**config.mk**
```make
export PLATFORM = sky130hd
export DESIGN_NAME = rr_arb_mux
export DESIGN_NICKNAME = d
export VERILOG_FILES = /design/src/rtl/rr_arb_mux_pkg.sv /design/src/rtl/rr_arbiter.sv /design/src/rtl/rr_arb_mux.sv
export SDC_FILE = /design/constraint.sdc
export NUM_CORES = 1
export LEC_CHECK = 0
export CORE_MARGIN = 1.5
export CORE_UTILIZATION = 47
export DETAILED_ROUTE_END_ITERATION = 6
export PLACE_DENSITY = 0.84
export SYNTH_ARGS = -nofsm -noshare
export SYNTH_HDL_FRONTEND = slang
export SYNTH_SLANG_ARGS = --single-unit
```
**constraint.sdc**
```tcl
create_clock -name clk -period 7.85 [get_ports clk]
set_input_delay 1.9625 -clock clk [delete_from_list [all_inputs] [get_ports clk]]
set_output_delay 1.9625 -clock clk [all_outputs]
set_load 0.02 [all_outputs]
```
**src/rtl/rr_arb_mux_pkg.sv**
```systemverilog
// Shared constants and helpers for the round-robin arbitrated multiplexer.
package rr_arb_mux_pkg;

    // Largest channel count the arbiter is qualified for.
    localparam int unsigned RR_ARB_MAX_N = 32;

    // Channel index width; a single channel still needs a one-bit index.
    function automatic int unsigned sel_width(input int unsigned n);
        return (n > 1) ? $clog2(n) : 1;
    endfunction

endpackage : rr_arb_mux_pkg

```
**src/rtl/rr_arbiter.sv**
```systemverilog
// Round-robin (or, with RR_ARB_MUX_FIXED_PRIO_EN, fixed lowest-index-first)
// request arbiter. Owns the priority pointer; the pointer only moves when the
// caller signals that the granted request actually transferred (adv).
module rr_arbiter #(
    parameter int unsigned N     = 8,
    parameter int unsigned SEL_W = 3
) (
    input  logic             clk,
    input  logic             rst_n,
    input  logic [N-1:0]     req,
    input  logic             adv,
    output logic [N-1:0]     gnt,
    output logic [SEL_W-1:0] gidx,
    output logic             any
);

    // Channel the priority search starts from.
    logic [SEL_W-1:0] start_idx;

`ifdef RR_ARB_MUX_FIXED_PRIO_EN

    // No pointer state: lowest index always wins.
    logic unused_fixed;
    assign unused_fixed = ^{clk, rst_n, adv};
    assign start_idx    = '0;

`else

    logic [SEL_W-1:0] ptr_q, ptr_d;

    // Next pointer: one past the winner, wrapping at N-1 so it never reaches N.
    always_comb begin
        ptr_d = ptr_q;
        if (adv) begin
            ptr_d = (gidx == SEL_W'(N - 1)) ? '0 : gidx + 1'b1;
        end
    end

    // Pointer register.
    always_ff @(posedge clk or negedge rst_n) begin
        if (!rst_n) begin
            ptr_q <= '0;
        end else begin
            ptr_q <= ptr_d;
        end
    end

    assign start_idx = ptr_q;

    ptr_in_range_a : assert property (@(posedge clk) disable iff (!rst_n)
        ptr_q < SEL_W'(N - 1) || ptr_q == SEL_W'(N - 1));

`endif

    // Candidate index for each search step; one extra bit absorbs the wrap.
    logic [SEL_W:0] cand;

    // Search ascending from start_idx, wrapping N-1 -> 0; first requester wins.
    always_comb begin
        gnt  = '0;
        gidx = '0;
        any  = 1'b0;
        cand = '0;
        for (int unsigned i = 0; i < N; i++) begin
            cand = {1'b0, start_idx} + (SEL_W + 1)'(i);
            if (cand >= (SEL_W + 1)'(N)) begin
                cand = cand - (SEL_W + 1)'(N);
            end
            if (!any && req[cand[SEL_W-1:0]]) begin
                any                   = 1'b1;
                gnt[cand[SEL_W-1:0]]  = 1'b1;
                gidx                  = cand[SEL_W-1:0];
            end
        end
    end

    gnt_onehot_a : assert property (@(posedge clk) disable iff (!rst_n)
        $onehot0(gnt) && (any == |gnt));

endmodule : rr_arbiter

```
**src/rtl/rr_arb_mux.sv**
```systemverilog
// N-channel valid/ready multiplexer with an internal arbiter and one output
// register stage (one cycle latency, full throughput).
// Build option: define RR_ARB_MUX_FIXED_PRIO_EN for fixed lowest-index-first
// priority instead of round-robin; port behaviour is otherwise identical.
module rr_arb_mux
    import rr_arb_mux_pkg::*;
#(
    parameter  int unsigned N     = 8,
    parameter  int unsigned WIDTH = 8,
    localparam int unsigned SEL_W = sel_width(N)
) (
    input  logic               clk,
    input  logic               rst_n,
    input  logic [N*WIDTH-1:0] in_data,
    input  logic [N-1:0]       in_valid,
    output logic [N-1:0]       in_ready,
    output logic [WIDTH-1:0]   out_data,
    output logic [SEL_W-1:0]   out_sel,
    output logic               out_valid,
    input  logic               out_ready
);

    if (N < 1 || N > RR_ARB_MAX_N) begin : gen_bad_n
        $error("rr_arb_mux: N out of supported range");
    end

    logic [N-1:0]     gnt;
    logic [SEL_W-1:0] gidx;
    logic             any;
    logic             load;
    logic             xfer;
    logic [WIDTH-1:0] sel_data;

    logic [WIDTH-1:0] out_data_q, out_data_d;
    logic [SEL_W-1:0] out_sel_q, out_sel_d;
    logic             out_valid_q, out_valid_d;

    // Output register may take a word when empty or being drained this cycle.
    // rst_n gating keeps in_ready low while reset is asserted.
    assign load     = (!out_valid_q || out_ready) && rst_n;
    assign xfer     = load && any;
    assign in_ready = gnt & {N{load}};

    rr_arbiter #(
        .N     (N),
        .SEL_W (SEL_W)
    ) u_arbiter (
        .clk   (clk),
        .rst_n (rst_n),
        .req   (in_valid),
        .adv   (xfer),
        .gnt   (gnt),
        .gidx  (gidx),
        .any   (any)
    );

    // One-hot AND-OR select of the granted channel's data.
    always_comb begin
        sel_data = '0;
        for (int unsigned i = 0; i < N; i++) begin
            if (gnt[i]) begin
                sel_data = in_data[i*WIDTH +: WIDTH];
            end
        end
    end

    // Next state of the output stage: capture on transfer, empty on idle load.
    always_comb begin
        out_data_d  = out_data_q;
        out_sel_d   = out_sel_q;
        out_valid_d = out_valid_q;
        if (load) begin
            if (any) begin
                out_data_d  = sel_data;
                out_sel_d   = gidx;
                out_valid_d = 1'b1;
            end else begin
                out_valid_d = 1'b0;
            end
        end
    end

    // Output register; reset drops any held word.
    always_ff @(posedge clk or negedge rst_n) begin
        if (!rst_n) begin
            out_data_q  <= '0;
            out_sel_q   <= '0;
            out_valid_q <= 1'b0;
        end else begin
            out_data_q  <= out_data_d;
            out_sel_q   <= out_sel_d;
            out_valid_q <= out_valid_d;
        end
    end

    assign out_data  = out_data_q;
    assign out_sel   = out_sel_q;
    assign out_valid = out_valid_q;

    in_ready_onehot_a : assert property (@(posedge clk) disable iff (!rst_n)
        $onehot0(in_ready));

    out_hold_a : assert property (@(posedge clk) disable iff (!rst_n)
        (out_valid && !out_ready) |=> (out_valid && $stable(out_data) && $stable(out_sel)));

endmodule : rr_arb_mux
```
==> impl_metrics.ini, run 1 <==
[logic_synthesis]
yosysMostFrequentCell = nand2_1
synth.distinct_cells = 68
syn_area_um2 = 2630
synth.area.top_cells = dfrtp_1, mux4_2, nand2_1
synth_async_sr_flop_share_pct = 100
yosys_warnings = 0
ys_ff_latch = 15
synthFlopType = dfrtp_1
synth.largest_area_cell = dfrtp_1
synth_nets = 401
yosysSeqAreaShare_pct = 14.3
syn_inst = 318
synth-edff-count = 0
synth_common_cells = nand2_1, nor2_1, o21ai_0, dfrtp_1, a21oi_1
avgSynthCellArea_um2 = 8.26
synth_top_area_share_pct = 14.3

[setup_path]
path_max_fanout = 9
crit_start = in_valid[4]
r2r_end = out_data[7]
path_class = in -> out
timing.reg2reg.worst_path_depth = 13
regToRegStartpoint = u_arbiter.ptr_q[0]
r2r_slack_ns = 3.23
crit_arrival_ns = 5.57
required_ns = 5.89
start_kind = primary input
critPathCaptureType = primary output

[clock_tree]
clock_path_buffers = 2
htreeDepth = 1
clockRootBuffer = clkbuf_8
clkSinkCount = 15
cts.clk_slew.worst_paths_ns = 0.07
cts_tree = done
post-cts-setup-buffer-count = 0
cts_made_buffers = 3
cts_hold_buf = 0
clk_latency_ns = 0.26
post_cts_resized = 0

[placement]
gp_congestion = 0.952
place_inst = 475
io_buffers = 94
dpl.hpwl_um = 8050

[routing]
drt-pass1-iter-count = 6
wl_um = 10100
routedWlPerCell_um = 21.2
dr_total_vias = 3252
drc = 0
drt_iter0_drc = 536
via_per_inst = 6.79
ant_nets = 0

[hold_path]
holdPathStages = 2
hold_start = out_sel[1]
hold_end = out_sel[1]
hp-class = reg -> reg

[grt]
grt_start_max_net_pins = 34
grt_pass1_wl_um = 16000
grt_antenna_before_repair = 0
overflow = 0
grt_pass1_vias = 2972
grt_use_total_pct = 33.5

[floorplan]
pin_count = 95
die_h_um = 77.8
core.rowCount = 27
core_um2 = 5440
start_util_pct = 48.3
dieArea_um2 = 6050
fp.dieW_um = 77.8

[timing]
hold_ws_ns = 0.493
maxSlewViolCount = 0
max-slew-margin-rel_pct = 39.3
fin_worst_skew_ns = 0.00254
worst_slew_pin_slew_ns = 0.907
final.period_utilization_pct = 96.0
max_freq_mhz = 133
hold_violations = 0
rsz0062_at_grt = no
finalSetupTns_ns = 0
period_needed_ns = 7.53
finalSetupViolCount = 0

[layout]
final_nets = 491
syn_to_final_growth_pct = 39.6
antennaDiodeCount = 0
fin_cells = 479
layout-drive-gt1-share_pct = 12.3

[power]
power.total_mw = 2.04
leakagePower_nw = 1.37
ir_drop_v = 0.000336
p_per_area_nw_per_um2 = 555

[run]
cap_violations = 0

[run_status]
outcome = finished, final reports clean
where the power goes:
part	internal [mW]	total, mW	switching, mW
sequential	0.117	0.163	0.0455
clock	0.0358	0.0676	0.0318
combinational	0.733	1.81	1.07
cells by family (layout without fill, tap and decap cells):
family	after synthesis	count (layout)	share of synthesized area, %
AND/OR/NAND/NOR	107	107	20.0
XOR/XNOR	4	4	1.91
buffers and inverters	28	117	5.62
flip-flops	15	15	14.3
multiplexers	28	28	15.6
AO/OA/AOI/OAI	128	128	38.9
adder cells (fa/ha/maj)	8	8	3.81
critical path: stages:
cell and delay, ns:
clkdlybuf4s50_1 0.54, mux2i_1 0.48, mux4_2 0.42, nand4_1 0.30, nor2_1 0.48, a221o_1 0.25
o21a_1 0.31, nor2b_1 0.20, clkdlybuf4s50_1 0.61
flip-flops by register name, indices dropped and copies added, names as in the netlist:
| register | cells |
|---|---|
| out_data | 8 |
| out_sel | 3 |
| out_valid | 1 |
| u_arbiter.ptr_q | 3 |
placed cells by master, fill, tap and decap left out, types with 4 or more instances in the layout:
cell	Yosys	layout
a21oi_1	12	12
a221o_1	7	7
a221oi_1	7	7
a22o_1	9	9
a22oi_1	8	8
a31oi_1	4	4
and3_1	6	6
buf_4	0	10
clkdlybuf4s50_1	0	94
dfrtp_1	15	15
ha_1	8	8
inv_1	8	8
mux2_2	7	7
mux2i_1	9	9
mux4_2	9	9
nand2_1	33	33
nand3_1	4	4
nor2_1	27	27
nor2b_1	8	8
nor3_1	8	8
nor4_1	5	5
o211ai_1	7	7
o211ai_2	7	7
o21ai_0	17	17
o22a_1	9	9
o32ai_1	5	5
per-layer routing:
metal / global-route usage [%] / up-vias / share of wire (%)
met4: 8.91 / 0 / 2.4
met5: 0 / - / 0
met3: 7.88 / 34 / 11
met1: 48.2 / 1540 / 42
li1: - / 1465 / -
met2: 49.7 / 213 / 45
cell type report:
type,count,area (um^2)
clock inverters,1,7.51
inverters,9,33.8
clock buffers,3,41.3
multi-input cells,275,2100
flip-flops and latches,15,375
fillers,454,1770
repair buffers,104,1020
well taps,72,90.1
worst max path at each step:
stage	cells after the start	endpoint	slack, ns
after floorplan	7	in_ready[5]	1.79
after global placement	9	in_ready[0]	0.54
after detailed placement	9	in_ready[1]	0.45
after CTS	9	in_ready[1]	0.44
after global routing	9	in_ready[0]	0.03
final	9	in_ready[1]	0.32
stage by stage:
| step | utilization [%] | cell area [um^2] | setup slack, ns |
|---|---|---|---|
| 5_1_grt | 67.4 | 3670 | 0.0283 |
| 4_1_cts | 67.4 | 3670 | 0.440 |
| 6_report | 67.4 | 3670 | 0.318 |
| 2_1_floorplan | - | 2630 | 1.79 |
| 3_5_place_dp | 66.6 | 3620 | 0.446 |
| 3_3_place_gp | 66.6 | 3620 | 0.543 |
No activity file was read; power rests on OpenSTA's default activity.
==> run 2, diff against run 1 <==
Settings changed: CORE_MARGIN 1.5 to unset, CORE_UTILIZATION 47 to 46, PLACE_DENSITY 0.84 to 0.82.
Clock period 7.85 ns to 7.5 ns, I/O delays scaled along.
==> run 2 against run 1 <==
Effect of this change: wire length down 0.55%; count of clock-buffer cells in the layout rose by 1; sequential cell count stayed put; combinational power rose by 5%; highest routed layer unchanged; power rose by 4.9%; sequential power grew 8%; final area increased by 0.68%; final cell count grew 0.63%; register-to-register slack got worse by 0.20 ns; clock skew up 0.0059 ns.
==> impl_metrics.ini, run 2 (synthesis results as in run 1) <==
[timing]
max_freq_mhz = 137
rsz0062_at_grt = yes
worst_slew_pin_slew_ns = 0.945
maxSlewViolCount = 0
final.period_utilization_pct = 97.5
fin_worst_skew_ns = 0.00840
period_needed_ns = 7.32
hold_violations = 0
finalSetupViolCount = 0
max-slew-margin-rel_pct = 36.8

[setup_path]
crit_path_top_delay_cell = clkdlybuf4s50_1
cp_cell_sequence = clkdlybuf4s50_1 > mux2i_1 > mux4_2 > nand4_1 > nor2_2 > a221o_1 > o21a_1 > nor2b_1 > clkdlybuf4s50_1
critPathTopFamily = buffers and inverters
cp_slowest_stage_delay_ns = 0.63
required_ns = 5.62
timing.reg2reg.worst_path_depth = 11
crit_arrival_ns = 5.44
path_max_fanout = 9
worstSetupPathDepth = 9
start_kind = primary input
cp_common_cell = clkdlybuf4s50_1
critPathCaptureType = primary output
critPathBufInv = 2
path_class = in -> out

[floorplan]
core_um2 = 5510
pin_count = 95
die_h_um = 77.6
fp.dieW_um = 77.6
core.rowCount = 27
start_util_pct = 47.7
dieArea_um2 = 6020

[layout]
final_nets = 494
final_core_util_pct = 67.1
syn_to_final_growth_pct = 40.6
layout-drive-gt1-share_pct = 13.2
final_cell_mix = clkdlybuf4s50_1, nand2_1, nor2_1, o21ai_0, dfrtp_1
antennaDiodeCount = 0
layout_commonest_cell = clkdlybuf4s50_1
largest_reg_flops = 8
fin_cells = 482
nFillCells = 487

[placement]
dpl.hpwl_um = 8020
place_inst = 478
gp_congestion = 1.07
io_buffers = 94

[routing]
ant_nets = 0
drt-pass1-iter-count = 6
via_per_inst = 6.81
wl_um = 10100
dr_total_vias = 3281
drc = 0
routedWlPerCell_um = 20.9
drt_iter0_drc = 439

[hold_path]
hp-class = reg -> reg
holdPathStages = 2

[clock_tree]
clk_latency_ns = 0.25
post_cts_resized = 0
clkSinkCount = 15
htreeDepth = 1
post-cts-setup-buffer-count = 0
clockRootBuffer = clkbuf_8
cts_tree = done
clock_path_buffers = 2
cts.clk_slew.worst_paths_ns = 0.06
cts_hold_buf = 0
cts_made_buffers = 3

[run]
cap_violations = 0

[power]
leakagePower_nw = 1.39
ir_drop_v = 0.000333
p_per_area_nw_per_um2 = 579

[grt]
grt_pass1_wl_um = 16100
grt_start_max_net_pins = 28
grt_pass1_vias = 3145
grt_use_total_pct = 33.9
overflow = 0
grt_antenna_before_repair = 0

[run_status]
outcome = finished, final reports clean
[run 2: tightest hold or removal path, cell delays in order, from the launching register on]
cell and delay [ns]:
dfrtp_1 0.34, nand2_1 0.06, o211ai_2 0.05
[run 2: cell type report]
| type | instances | area [um^2] | share of cell area, % |
|---|---|---|---|
| clock buffers | 4 | 45.0 | 1.22 |
| inverters | 9 | 33.8 | 0.915 |
| multi-input cells | 275 | 2110 | 57.1 |
| flip-flops and latches | 15 | 375 | 10.2 |
| well taps | 72 | 90.1 | 2.44 |
| repair buffers | 107 | 1040 | 28.1 |
[run 2: layer usage]
| layer | wire length [um] | vias to the layer above | track usage [%] |
|---|---|---|---|
| met4 | 248 | 0 | 9.62 |
| li1 | - | 1473 | - |
| met2 | 4660 | 226 | 54.0 |
| met3 | 1040 | 27 | 6.59 |
| met1 | 4140 | 1555 | 46.4 |
| met5 | 0 | - | 0 |
[run 2: path summary, 6_finish.rpt]
check | slack [ns] | endpoint | start
min | 0.49 | out_data[0] | out_data[0]
min in group asynchronous | 1.94 | out_data[0] | rst_n
min reg2reg | 0.49 | out_data[0] | out_data[0]
max reg2reg | 3.03 | out_data[1] | u_arbiter.ptr_q[1]
max in group asynchronous | 5.36 | u_arbiter.ptr_q[0] | rst_n
max | 0.18 | in_ready[0] | in_valid[0]
[run 2: report_power, final]
group          switching (mW)  leakage [nW]  internal [mW]  total [mW]
Sequential             0.0536         0.182          0.122       0.176
Combinational            1.12          1.18          0.780        1.90
Clock                  0.0280        0.0228         0.0376      0.0656
[run 2: stage by stage]
step                      setup slack (ns)  power [mW]  setup TNS (ns)  hold slack [ns]  area, um^2
after detailed placement             0.161        2.02               0            0.475        3640
after global routing               -0.0244        2.29         -0.0495            0.513        3690
final                                0.184        2.14               0            0.488        3690
after CTS                            0.173        2.09               0            0.494        3690
after global placement               0.284        2.02               0            0.468        3640
after floorplan                       1.61        1.48               0            0.590        2630
